[src/rtl/spi_sub_sync.sv]
// SPI mode-0 subordinate fully resampled into the clk domain.
// Receives RX_W-bit command frames on mosi and returns a TX_W-bit response on miso.
module spi_sub_sync #(
    parameter int RX_W = 258,
    parameter int TX_W = 128
) (
    input  logic            clk,
    input  logic            rst_n,
    input  logic            cs_n,
    input  logic            sclk,
    input  logic            mosi,
    output logic            miso,
    input  logic [TX_W-1:0] tx_data,
    input  logic            tx_load,
    output logic [RX_W-1:0] rx_data,
    output logic            rx_valid,
    output logic            frame_err,
    output logic            busy
);

    typedef enum logic [1:0] {S_IDLE, S_ACTIVE, S_END} state_t;

    localparam logic [8:0] RX_CNT = 9'(RX_W);

    state_t          state, state_nx;
    logic [2:0]      cs_p, sclk_p;
    logic [1:0]      mosi_p;
    logic [2:0]      flush;
    logic            armed;
    logic [TX_W-1:0] tx_buf, tx_sr;
    logic [RX_W-1:0] rx_sr;
    logic [8:0]      cnt;
    logic            cs_fall, cs_rise, sclk_rise, sclk_fall;

    // [1:0] is the synchronizer, [2] holds the previous synchronized value for edge detect
    always_ff @(posedge clk or negedge rst_n) begin
        if (!rst_n) begin
            cs_p   <= 3'b111;
            sclk_p <= 3'b000;
            mosi_p <= 2'b00;
        end else begin
            cs_p   <= {cs_p[1:0], cs_n};
            sclk_p <= {sclk_p[1:0], sclk};
            mosi_p <= {mosi_p[0], mosi};
        end
    end

    // A frame may only start after cs_n has genuinely been seen high once the
    // synchronizer has flushed its reset value; a frame cut by reset is dropped.
    always_ff @(posedge clk or negedge rst_n) begin
        if (!rst_n) begin
            flush <= '0;
            armed <= 1'b0;
        end else begin
            flush <= {flush[1:0], 1'b1};
            if (flush[2] && cs_p[2])
                armed <= 1'b1;
        end
    end

    assign cs_fall   = armed & cs_p[2] & ~cs_p[1];
    assign cs_rise   = ~cs_p[2] & cs_p[1];
    assign sclk_rise = sclk_p[1] & ~sclk_p[2];
    assign sclk_fall = ~sclk_p[1] & sclk_p[2];

    always_ff @(posedge clk or negedge rst_n) begin
        if (!rst_n) state <= S_IDLE;
        else        state <= state_nx;
    end

    always_comb begin
        state_nx = state;
        case (state)
            S_IDLE:   if (cs_fall) state_nx = S_ACTIVE;
            S_ACTIVE: if (cs_rise) state_nx = S_END;
            S_END:    state_nx = S_IDLE;
            default:  state_nx = S_IDLE;
        endcase
    end

    always_ff @(posedge clk or negedge rst_n) begin
        if (!rst_n) begin
            tx_buf    <= '0;
            tx_sr     <= '0;
            rx_sr     <= '0;
            cnt       <= '0;
            rx_data   <= '0;
            rx_valid  <= 1'b0;
            frame_err <= 1'b0;
        end else begin
            rx_valid  <= 1'b0;
            frame_err <= 1'b0;
            if (tx_load)
                tx_buf <= tx_data;
            case (state)
                S_IDLE: begin
                    if (cs_fall) begin
                        // a load coincident with frame start wins over the stale buffer
                        tx_sr <= tx_load ? tx_data : tx_buf;
                        rx_sr <= '0;
                        cnt   <= '0;
                    end
                end
                S_ACTIVE: begin
                    if (sclk_rise) begin
                        rx_sr <= {rx_sr[RX_W-2:0], mosi_p[1]};
                        if (cnt != '1)
                            cnt <= cnt + 9'd1;
                    end
                    if (sclk_fall)
                        tx_sr <= {tx_sr[TX_W-2:0], 1'b0};
                    // result is registered so the pulse lands in the END cycle
                    if (cs_rise) begin
                        if (cnt == RX_CNT) begin
                            rx_data  <= rx_sr;
                            rx_valid <= 1'b1;
                        end else begin
                            frame_err <= 1'b1;
                        end
                    end
                end
                default: ;
            endcase
        end
    end

    assign miso = (state == S_ACTIVE) ? tx_sr[TX_W-1] : 1'b0;
    assign busy = (state != S_IDLE);

endmodule

[config.mk]
export PLATFORM = sky130hd
export DESIGN_NAME = spi_sub_sync
export DESIGN_NICKNAME = d
export VERILOG_FILES = /design/src/rtl/spi_sub_sync.sv
export SDC_FILE = /design/constraint.sdc
export NUM_CORES = 1
export LEC_CHECK = 0
export CAP_MARGIN = 15
export CORE_AREA = 8 8 277 279
export DETAILED_ROUTE_END_ITERATION = 7
export DIE_AREA = 0 0 285 287
export PLACE_DENSITY = 0.75
export SETUP_SLACK_MARGIN = 0.1
export SLEW_MARGIN = 20
export SYNTH_ARGS = -nofsm -noshare
export SYNTH_HDL_FRONTEND = slang
export SYNTH_SLANG_ARGS = --single-unit
[constraint.sdc]
create_clock -name clk -period 2.61 [get_ports clk]
set_input_delay 0.522 -clock clk [delete_from_list [all_inputs] [get_ports clk]]
set_output_delay 0.522 -clock clk [all_outputs]
set_load 0.05 [all_outputs]
==> summary.md, run 1 <==
| Metric | Value |
|---|---|
| Flop2flop setup slack | `0.22 ns` |
| Yosys reg bits | `797` |
| Status | `completed` |
| Worst rel slew slack | `48.3%` |
| Initial antenna violation count | `1` |
| PwrDens | `769 nW/um2` |
| Syn Nets | `2575` |
| Overflow after GRT | `0` |
| Clock H-tree levels | `3` |
| CP max stage cell | `clkdlybuf4s50_1` |
| WHS Endpoint | `flush[1]$_DFF_PN0_` |
| CTS tree | `yes` |
| CTS Buf Count | `82` |
| Register area share after synthesis | `62.1%` |
| Via density | `5.18` |
| FP Rows | `99` |
| Clock network latency to the later pin of the worst-skew pair | `0.63 ns` |
| Worst VDD drop | `581 uV` |
| Post-Syn Area | `32100 um2` |
| Arrival @ worst endpoint | `1.92 ns` |
| GR Util All Layers | `18.5%` |
| Yosys warning total | `0` |
| Gpl congestion | `0.806` |
| Clk slew on worst S/H paths | `0.06 ns` |
| DRC | `0` |
| Worst R2R Start | `state[1]$_DFFE_PN0P_` |
| First-pass GRT wire length | `123000 um` |
| FMAX | `0.410 GHz` |
| Vias | `20010` |
| Clk buf depth | `3` |
| Initial DRT Pass Iterations | `5` |
| Core Region | `72300 um2` |
| Critical-path cell list | `clkdlybuf4s50_1` |
| DR WL/cell | `19.8 um` |
| Syn avg cell area | `13.2 um2` |
| HPWL after detailed placement | `50300 um` |
| Crit path largest cell delay | `0.93 ns` |
| Worst hold path class | `reg2reg` |
| Max-Cap Viols | `0` |
| Detailed Route WL | `76600 um` |
| Top FF cell, synth | `dfrtp_1` |
| Skew final | `0.0308 ns` |
| Setup Total Neg Slack | `0 ns` |
| Fin nets | `2976` |
| Worst R2R Path Depth | `5` |
| Slew Limit Fails | `0` |
| Worst Hold Launch | `flush[0]$_DFF_PN0_` |
| Vias in the first global route | `21537` |
| Fraction of layout cells with a size suffix above 1 | `28.2%` |
| Top delay family on crit path | `buffers and inverters` |
| Antenna diode count | `0` |
| Final Util | `55.9%` |
| Total die area | `81800 um2` |
| Worst slew pin tran | `0.772 ns` |
| Pin count of the biggest net entering global routing | `101` |
| Post-route clock period utilization | `93.6%` |
| Final Hold Violating Endpoints | `0` |
| Number of synthesized flops with an enable pin | `0` |
| Crit Path Category | `reg2out` |
| Die span in y | `287 um` |
| Worst path buffer plus inverter count | `1` |
| CP Max Fanout | `2` |
| Clock Sinks | `797` |
| Iter 0 DRT Violations | `1349` |
| FF-to-FF End | `tx_sr[5]$_DFFE_PN0P_` |
| Leak pwr | `18.3 nW` |
| CP Data Required Time | `2.09 ns` |
| Port bufs | `395` |
| Final Critical Period | `2.44 ns` |
| Root buffer cell | `clkbuf_16` |
| IO Count | `396` |
| Total Power | `31.1 mW` |
| Post-Synthesis Cells | `2438` |
| Area added between synthesis and finish | `25.8%` |
| Final setup vio count | `0` |
| DRT antenna net count | `0` |
| Async SR Flop Fraction | `100%` |
| Netlist cell types | `50` |
| Hold path depth | `0` |
| Starting density of the core | `44.4%` |
| Critical path endpoint category | `output pin` |
| Die W | `285 um` |
| Startpoint types | `flop` |
| RSZ-0062 raised after global routing | `no` |
## layer usage
layer	part of all wire [%]	up-vias	wire, um	GRT usage, %
li1	-	9090	-	-
met3	6.0	104	4590	4.24
met4	2.2	2	1690	5.22
met2	48	533	36900	29.8
met5	0.014	-	11	0
met1	44	10281	33300	25.0
## cells in the final DEF, fill, tap and decap left out, drive strengths merged, types with 2 or more instances in the layout
| master | synthesis | routed |
|---|---|---|
| ha | 3 | 3 |
| dlymetal6s2s | 0 | 2 |
| o21ai | 262 | 262 |
| mux2i | 4 | 4 |
| nor3 | 4 | 4 |
| o22ai | 2 | 2 |
| bufinv | 0 | 11 |
| mux2 | 640 | 640 |
| and2 | 2 | 2 |
| clkdlybuf4s50 | 0 | 389 |
| dfstp | 3 | 3 |
| clkinv | 0 | 20 |
| nand2 | 525 | 525 |
| nor2 | 2 | 2 |
| nor4b | 2 | 2 |
| o22a | 2 | 2 |
| nand2b | 2 | 2 |
| dfrtp | 794 | 794 |
| clkbuf | 77 | 112 |
| nor4 | 3 | 3 |
| a21o | 4 | 4 |
| buf | 81 | 82 |
| nand4 | 2 | 3 |
| inv | 7 | 12 |
## cells by family after synthesis
group | after synthesis | synth area share [%]
multiplexers | 644 | 23.7
AO/OA/AOI/OAI | 276 | 4.46
flip-flops | 797 | 62.1
buffers and inverters | 165 | 2.88
adder cells (fa/ha/maj) | 3 | 0.117
AND/OR/NAND/NOR | 552 | 6.76
other | 1 | 0.0117
## worst max-delay path by stage
stage,end,cells past startpoint,from,slack [ns]
3_5_place_dp,rx_data[112]$_DFFE_PN0P_,6,cs_p[1]$_DFF_PN1_,0.07
5_1_grt,rx_data[54],1,rx_data[54]$_DFFE_PN0P_,0.10
2_1_floorplan,tx_sr[100]$_DFFE_PN0P_,5,cs_p[2]$_DFF_PN1_,0.62
4_1_cts,rx_data[41]$_DFFE_PN0P_,4,cnt[2]$_DFFE_PN0P_,0.12
3_3_place_gp,rx_data[111]$_DFFE_PN0P_,6,cs_p[1]$_DFF_PN1_,0.05
6_report,rx_data[53],1,rx_data[53]$_DFFE_PN0P_,0.17
## area by class of cell
type,count,area [um2]
fill,5699,31900
inverter,7,26.3
timing repair buffer,474,5040
multi-input combinational,1477,11300
clock inverter,37,594
tap,959,1200
clock buffer,112,2280
sequential,797,19900
## state kept, by name, indices dropped and copies added (netlist names)
name / flops
state: 2
frame_err: 1
tx_sr: 128
rx_sr: 258
mosi_p: 2
cs_p: 3
armed: 1
sclk_p: 3
rx_data: 258
rx_valid: 1
cnt: 9
flush: 3
tx_buf: 128
## what timing repair did
action | 4_1_cts | 5_1_grt
resized for setup | 1 | 3
gates cloned | 1 | 0
endpoints found under the hold margin | 39 | 0
hold buffers | 1 | 0
setup endpoints to repair | 28 | 7
buffers inserted | 2 | 0
## stage by stage
| stage | hold slack, ns | cell area [um2] | worst slack [ns] | std cells |
|---|---|---|---|---|
| 3_5_place_dp | 0.336 | 37500 | 0.0738 | 3710 |
| 2_1_floorplan | 0.226 | 32100 | 0.616 | 2438 |
| 6_report | 0.330 | 40400 | 0.168 | 3863 |
| 5_1_grt | 0.310 | 40400 | 0.105 | 3863 |
| 3_3_place_gp | 0.336 | 37500 | 0.0495 | 3710 |
| 4_1_cts | 0.295 | 40400 | 0.118 | 3863 |
## synth_stat cells, drive strengths merged, types with 3 or more instances
cell    count  share of area, %
nand2     525               6.1
a21o        4             0.093
ha          3              0.12
dfstp       3              0.25
nor4        3             0.078
inv         7             0.082
buf        81               1.8
mux2i       4              0.12
o21ai     262               4.1
dfrtp     794                62
clkbuf     77              0.97
nor3        4             0.062
mux2      640                24
## report_power, final
group / total [mW] / leakage (nW) / switching (mW) / internal [mW]
combinational: 4.55 / 6.35 / 1.86 / 2.69
clock: 12.3 / 1.41 / 4.98 / 7.32
sequential: 14.3 / 10.5 / 0.645 / 13.6
Power figures use the tool's default switching activity.
==> run 2, diff against run 1 <==
--- a/config.mk
+++ b/config.mk
@@ -5,7 +5,6 @@
 export SDC_FILE = /design/constraint.sdc
 export NUM_CORES = 1
 export LEC_CHECK = 0
-export CAP_MARGIN = 15
 export CORE_AREA = 8 8 277 279
 export DETAILED_ROUTE_END_ITERATION = 7
 export DIE_AREA = 0 0 285 287
==> constraint.sdc (replaced) <==
create_clock -name clk -period 2.46 [get_ports clk]
set_input_delay 0.492 -clock clk [delete_from_list [all_inputs] [get_ports clk]]
set_output_delay 0.492 -clock clk [all_outputs]
set_load 0.05 [all_outputs]
==> run 2 against run 1 <==
  * Register-to-register slack barely moved
  * First-iteration DRC count shrank 8.7%
  * Via count down 1.1%
  * Power grew 6.9%
  * Critical path type unchanged
  * Clock-buffer cell count up 7
  * Hold slack worse by 0.011 ns
  * Clock skew increased by 0.012 ns
  * Sequential power increased by 6%
  * Setup slack worse by 0.0073 ns
  * Final cell count barely moved
  * Non-clock buffer count down 2
==> summary.md, run 2 (synthesized netlist as in run 1, its figures left out) <==
| Metric | Value |
|---|---|
| Status | `completed` |
| Gpl congestion | `0.787` |
| CTS tree | `yes` |
| Core Region | `72300 um2` |
| HPWL after detailed placement | `49900 um` |
| Initial antenna violation count | `2` |
| Overflow after GRT | `0` |
| Critical path endpoint category | `output pin` |
| Initial DRT Pass Iterations | `7` |
| Fin nets | `2975` |
| Post-CTS Setup Inserts | `0` |
| DRC | `0` |
| DR WL/cell | `19.4 um` |
| Top flop regs | `rx_data x258, rx_sr x258` |
| Die W | `285 um` |
| CP Max Fanout | `2` |
| First-pass GRT wire length | `121000 um` |
| Most frequent cells in the layout | `dfrtp_1 (793), nand2_1 (525), mux2_2 (493)` |
| Worst setup margin | `0.161 ns` |
| Crit Path Category | `reg2out` |
| Worst path buffer plus inverter count | `1` |
| PwrDens | `824 nW/um2` |
| Starting density of the core | `44.4%` |
| Dpl ws | `0.230 ns` |
| CP max stage cell | `clkdlybuf4s50_1` |
| Final setup vio count | `0` |
| Root buffer cell | `clkbuf_16` |
| Via density | `5.12` |
| Final Hold Violating Endpoints | `0` |
| Total Power | `33.3 mW` |
| Max-Cap Viols | `0` |
| Leak pwr | `19.6 nW` |
| Area added between synthesis and finish | `25.6%` |
| Flop2flop setup slack | `0.21 ns` |
| FMAX | `0.435 GHz` |
| Clock network latency to the later pin of the worst-skew pair | `0.64 ns` |
| GR Util All Layers | `18.1%` |
| Setup Total Neg Slack | `0 ns` |
| Most common cell after layout, fill and taps aside | `dfrtp_1` |
| Slew Limit Fails | `0` |
| Worst hold path class | `in2reg` |
| IO Count | `396` |
| Final hold slack | `0.319 ns` |
| Vias in the first global route | `21451` |
| Worst rel slew slack | `55.4%` |
| Final Critical Period | `2.30 ns` |
| Top delay family on crit path | `buffers and inverters` |
| Worst VDD drop | `676 uV` |
| Detailed Route WL | `75200 um` |
| CTS Buf Count | `84` |
| RSZ-0062 raised after global routing | `no` |
| Critical-path cell list | `clkdlybuf4s50_1` |
| Crit path largest cell delay | `0.81 ns` |
| Clock H-tree levels | `3` |
| Clock Sinks | `797` |
| Arrival @ worst endpoint | `1.81 ns` |
| Antenna diode count | `0` |
| Pin count of the biggest net entering global routing | `103` |
| Worst slew pin tran | `0.659 ns` |
| Iter 0 DRT Violations | `1232` |
| Post-route clock period utilization | `93.5%` |
| Fraction of layout cells with a size suffix above 1 | `28.4%` |
| Clk buf depth | `3` |
| CP Data Required Time | `1.97 ns` |
| Die span in y | `287 um` |
| Clk slew on worst S/H paths | `0.06 ns` |
| DRT antenna net count | `0` |
| Placed cell area | `37500 um2` |
| Design Area, Final | `40400 um2` |
| Vias | `19792` |
| FP Rows | `99` |
| Total die area | `81800 um2` |
| Port bufs | `395` |
| Skew final | `0.0428 ns` |
| Startpoint types | `flop` |
-- run 2: final timing paths --
kind,from,endpoint,cells after the start
worst min register to register,flush[0]$_DFF_PN0_,flush[1]$_DFF_PN0_,0
min in group asynchronous,rst_n,frame_err$_DFF_PN0_,2
worst max register to register,cs_p[2]$_DFF_PN1_,tx_sr[114]$_DFFE_PN0P_,5
worst max-delay path,rx_data[59]$_DFFE_PN0P_,rx_data[59],1
max in group asynchronous,rst_n,rx_data[167]$_DFFE_PN0P_,3
worst min-delay path,sclk,sclk_p[0]$_DFF_PN0_,1
-- run 2: power breakdown --
part           internal [mW]  leakage (nW)  switching (mW)
Clock                   7.90          1.44            5.37
Sequential              14.5          10.5           0.716
Combinational           2.87          7.59            1.95
-- run 2: repair_timing --
| action | in CTS | in global routing |
|---|---|---|
| endpoints found under the setup margin | 145 | 34 |
| hold endpoints to repair | 22 | 0 |
| hold buffers | 1 | 0 |
| pin swaps | 0 | 0 |
| gates resized for setup | 145 | 34 |
-- run 2: layout make-up --
class,count,area (um2)
multi-input cells,1476,11300
repair buffers,472,4890
clock inverters,35,549
clock buffers,119,2410
inverters,7,26.3
fillers,5706,32000
flip-flops and latches,797,19900
well taps,959,1200
-- run 2: metal layers --
layer	vias up	routed length, um	track usage (%)
met2	478	36400	29.5
met1	10095	31500	23.3
met4	2	1500	4.56
li1	9105	-	-
met5	-	14	0
met3	112	5770	6.06
-- run 2: per-stage QoR --
stage	util, %	std cells
final	55.8	3865
after global routing	55.8	3865
after CTS	55.7	3865
after detailed placement	51.8	3710
after global placement	51.8	3710
after floorplan	-	2438
==> run 3, diff against run 2 <==
--- a/config.mk
+++ b/config.mk
@@ -5,10 +5,12 @@
 export SDC_FILE = /design/constraint.sdc
 export NUM_CORES = 1
 export LEC_CHECK = 0
-export CORE_AREA = 8 8 277 279
+export ABC_AREA = 1
+export CAP_MARGIN = 0
+export CORE_AREA = 8 8 262 264
 export DETAILED_ROUTE_END_ITERATION = 7
-export DIE_AREA = 0 0 285 287
-export PLACE_DENSITY = 0.75
+export DIE_AREA = 0 0 270 272
+export PLACE_DENSITY = 0.82
 export SETUP_SLACK_MARGIN = 0.1
 export SLEW_MARGIN = 20
 export SYNTH_ARGS = -nofsm -noshare
==> run 3 against run 2 <==
  * Hold slack worse by 0.0040 ns
  * Via count is 23% higher
  * Synthesized cell count is 41% higher
  * Largest cell class unchanged
  * Critical path depth stayed put
  * Clock-buffer cell count is 2 higher
  * Die area is 10% lower
  * Critical path type unchanged
  * Final cell count is 21% higher
==> summary.md, run 3 <==
| Metric | Value |
|---|---|
| Critical-path cell list | `clkdlybuf4s50_1` |
| Most frequent cells in the layout | `nand2_1 (934), dfrtp_1 (794), inv_1 (529)` |
| Async SR Flop Fraction | `100%` |
| CP Max Fanout | `2` |
| Post-synth top cells | `nand2_1 (934), dfrtp_1 (794), inv_1 (530), o21ai_0 (333), nand3_1 (267)` |
| Worst R2R Path Depth | `7` |
| Simple-gate area share of the yosys netlist | `15.6%` |
| Final setup vio count | `0` |
| PwrDens | `796 nW/um2` |
| Complex-gate fraction of the synthesized area | `11.6%` |
| Largest family of logic cells by synthesized area | `simple AND/OR/NAND/NOR gates` |
| Fin nets | `3888` |
| Setup Total Neg Slack | `0 ns` |
| Register area share after synthesis | `62.4%` |
| Fraction of layout cells with a size suffix above 1 | `6.25%` |
| Gpl congestion | `0.821` |
| Vias | `24375` |
| Area contributors post-synth | `dfrtp_1 (62%), nand2_1 (11%), inv_1 (6.2%)` |
| FP Rows | `94` |
| WHS Endpoint | `tx_buf[114]$_DFF_PN0_` |
| Comb pwr share | `13.1%` |
| Initial antenna violation count | `2` |
| CTS tree | `yes` |
| First-pass GRT wire length | `130000 um` |
| FF-to-FF End | `rx_data[38]$_DFFE_PN0P_` |
| Switch share | `26.1%` |
| Antenna diode count | `0` |
| Clk slew on worst S/H paths | `0.06 ns` |
| Synth top area share | `62.2%` |
| NetSw | `8.17 mW` |
| Post-Synthesis Cells | `3435` |
| Leak pwr | `19.9 nW` |
| Adder-cell share of the synthesized area | `0.117%` |
| Worst rel slew slack | `53.2%` |
| Post-Syn Area | `32000 um2` |
| Worst VDD drop | `599 uV` |
| Pin count of the biggest net entering global routing | `132` |
| Startpoint types | `flop` |
| Crit path largest cell delay | `0.83 ns` |
| Yosys reg bits | `797` |
| Top flop regs | `rx_data x258, rx_sr x258` |
| Top FF cell, synth | `dfrtp_1` |
| Vias in the first global route | `24476` |
| Clk buf depth | `3` |
| DRC | `0` |
| Area added between synthesis and finish | `23.1%` |
| Root buffer cell | `clkbuf_16` |
| Dpl ws | `0.317 ns` |
| Sequential Power Share | `47.1%` |
| Syn Nets | `3572` |
| Total die area | `73400 um2` |
| Core Region | `64800 um2` |
| DRT antenna net count | `0` |
| Hold path depth | `2` |
| Die W | `270 um` |
| Starting density of the core | `49.3%` |
| CP Data Required Time | `1.97 ns` |
| DR WL/cell | `16.9 um` |
| Critical path endpoint category | `output pin` |
| Clock network latency to the later pin of the worst-skew pair | `0.61 ns` |
| Worst setup margin | `0.148 ns` |
| Synth area leader | `dfrtp_1` |
| GR Util All Layers | `21.3%` |
| Max-Cap Viols | `0` |
| Clock H-tree levels | `3` |
| Total Power | `31.3 mW` |
| Netlist cell types | `31` |
| Top delay family on crit path | `buffers and inverters` |
| Port bufs | `395` |
| CTS Buf Count | `81` |
| HPWL after detailed placement | `50900 um` |
| Post-synthesis mux area share | `0%` |
| Clock Sinks | `797` |
| Initial DRT Pass Iterations | `5` |
| Yosys warning total | `0` |
| Slew Limit Fails | `0` |
| Post-route clock period utilization | `94.0%` |
| Syn avg cell area | `9.31 um2` |
| Overflow after GRT | `0` |
| Worst R2R Start | `cnt[0]$_DFFE_PN0P_` |
| Worst Hold Launch | `tx_load` |
| Worst path buffer plus inverter count | `1` |
| Final Hold Violating Endpoints | `0` |
| Iter 0 DRT Violations | `1952` |
| Number of synthesized flops with an enable pin | `0` |
| Via density | `5.22` |
| Skew final | `0.0335 ns` |
| IO Count | `396` |
| Area share of xor/xnor cells in the synthesized design | `0.0274%` |
| Flop2flop setup slack | `0.32 ns` |
| CP max stage cell | `clkdlybuf4s50_1` |
| P_int | `23.1 mW` |
| Arrival @ worst endpoint | `1.82 ns` |
| Worst hold path class | `in2reg` |
| Fillers | `5060` |
| Worst slew pin tran | `0.702 ns` |
| RSZ-0062 raised after global routing | `no` |
| Status | `completed` |
| FMAX | `0.433 GHz` |
| Die span in y | `272 um` |
| Detailed Route WL | `79200 um` |
| Levels on crit path | `1` |
| Crit Path Category | `reg2out` |
| Most common cell after layout, fill and taps aside | `nand2_1` |
| Clk pwr share | `39.8%` |
| Final Critical Period | `2.31 ns` |
| Most frequent cell after synthesis | `nand2_1` |
-- run 3: changes by cell type after synthesis, sizes merged, moves of 4 or more --
cell,previous run,this run
o21ai,262,391
mux2,640,0
buf,81,187
nand3,1,268
clkbuf,77,38
mux2i,4,0
inv,7,532
nand2,525,938
nor2,2,15
o22ai,2,256
-- run 3: worst max path at each step --
stage,from,to,slack [ns]
after floorplan,state[1]$_DFFE_PN0P_,miso,0.38
after global placement,cnt[0]$_DFFE_PN0P_,rx_data[19]$_DFFE_PN0P_,0.43
after detailed placement,cnt[0]$_DFFE_PN0P_,rx_data[38]$_DFFE_PN0P_,0.32
after CTS,rx_data[176]$_DFFE_PN0P_,rx_data[176],0.10
after global routing,rx_data[30]$_DFFE_PN0P_,rx_data[30],0.10
final,rx_data[111]$_DFFE_PN0P_,rx_data[111],0.15
-- run 3: what timing repair did --
item | 4_1_cts | 5_1_grt
setup endpoints to repair | 100 | 22
resized for setup | 99 | 20
setup buffers | 1 | 0
gates cloned | 0 | 0
pin swaps | 1 | 0
hold buffers | 1 | 0
endpoints found under the hold margin | 24 | 0
-- run 3: logic make-up after synthesis --
kind of cell	count (synthesis)
XOR/XNOR	1
other	1
buffers and inverters	758
AO/OA/AOI/OAI	649
flip-flops	797
adder cells (fa/ha/maj)	3
AND/OR/NAND/NOR	1226
-- run 3: power groups by stage --
stage | clock network [mW] | registers (mW) | logic (mW)
after detailed placement | 0 | 15.0 | 4.07
after floorplan | 0 | 14.9 | 2.81
final | 12.4 | 14.7 | 4.11
after global placement | 0 | 14.9 | 3.93
after CTS | 12.7 | 14.7 | 4.16
after global routing | 13.3 | 14.9 | 4.75
-- run 3: per-layer routing --
| metal | track usage, % | part of all wire (%) | vias up |
|---|---|---|---|
| li1 | - | - | 11548 |
| met1 | 28.4 | 42 | 11920 |
| met2 | 34.6 | 48 | 774 |
| met3 | 5.30 | 7.1 | 133 |
| met4 | 6.09 | 2.5 | 0 |
| met5 | 0 | 0 | - |
-- run 3: area by class of cell --
type	count	area [um2]	share of cell area, %
sequential	797	19900	50.7
clock inverter	21	309	0.786
inverter	533	2010	5.10
multi-input combinational	1880	8820	22.4
tap	864	1080	2.75
clock buffer	121	2410	6.13
timing repair buffer	458	4770	12.1
-- run 3: through the flow --
step	std cells	cell area [um2]	hold WS [ns]	util, %
2_1_floorplan	3435	32000	0.196	-
3_3_place_gp	4530	36700	0.335	56.6
3_5_place_dp	4530	36700	0.335	56.6
4_1_cts	4674	39300	0.274	60.6
5_1_grt	4674	39300	0.288	60.7
6_report	4674	39300	0.315	60.7
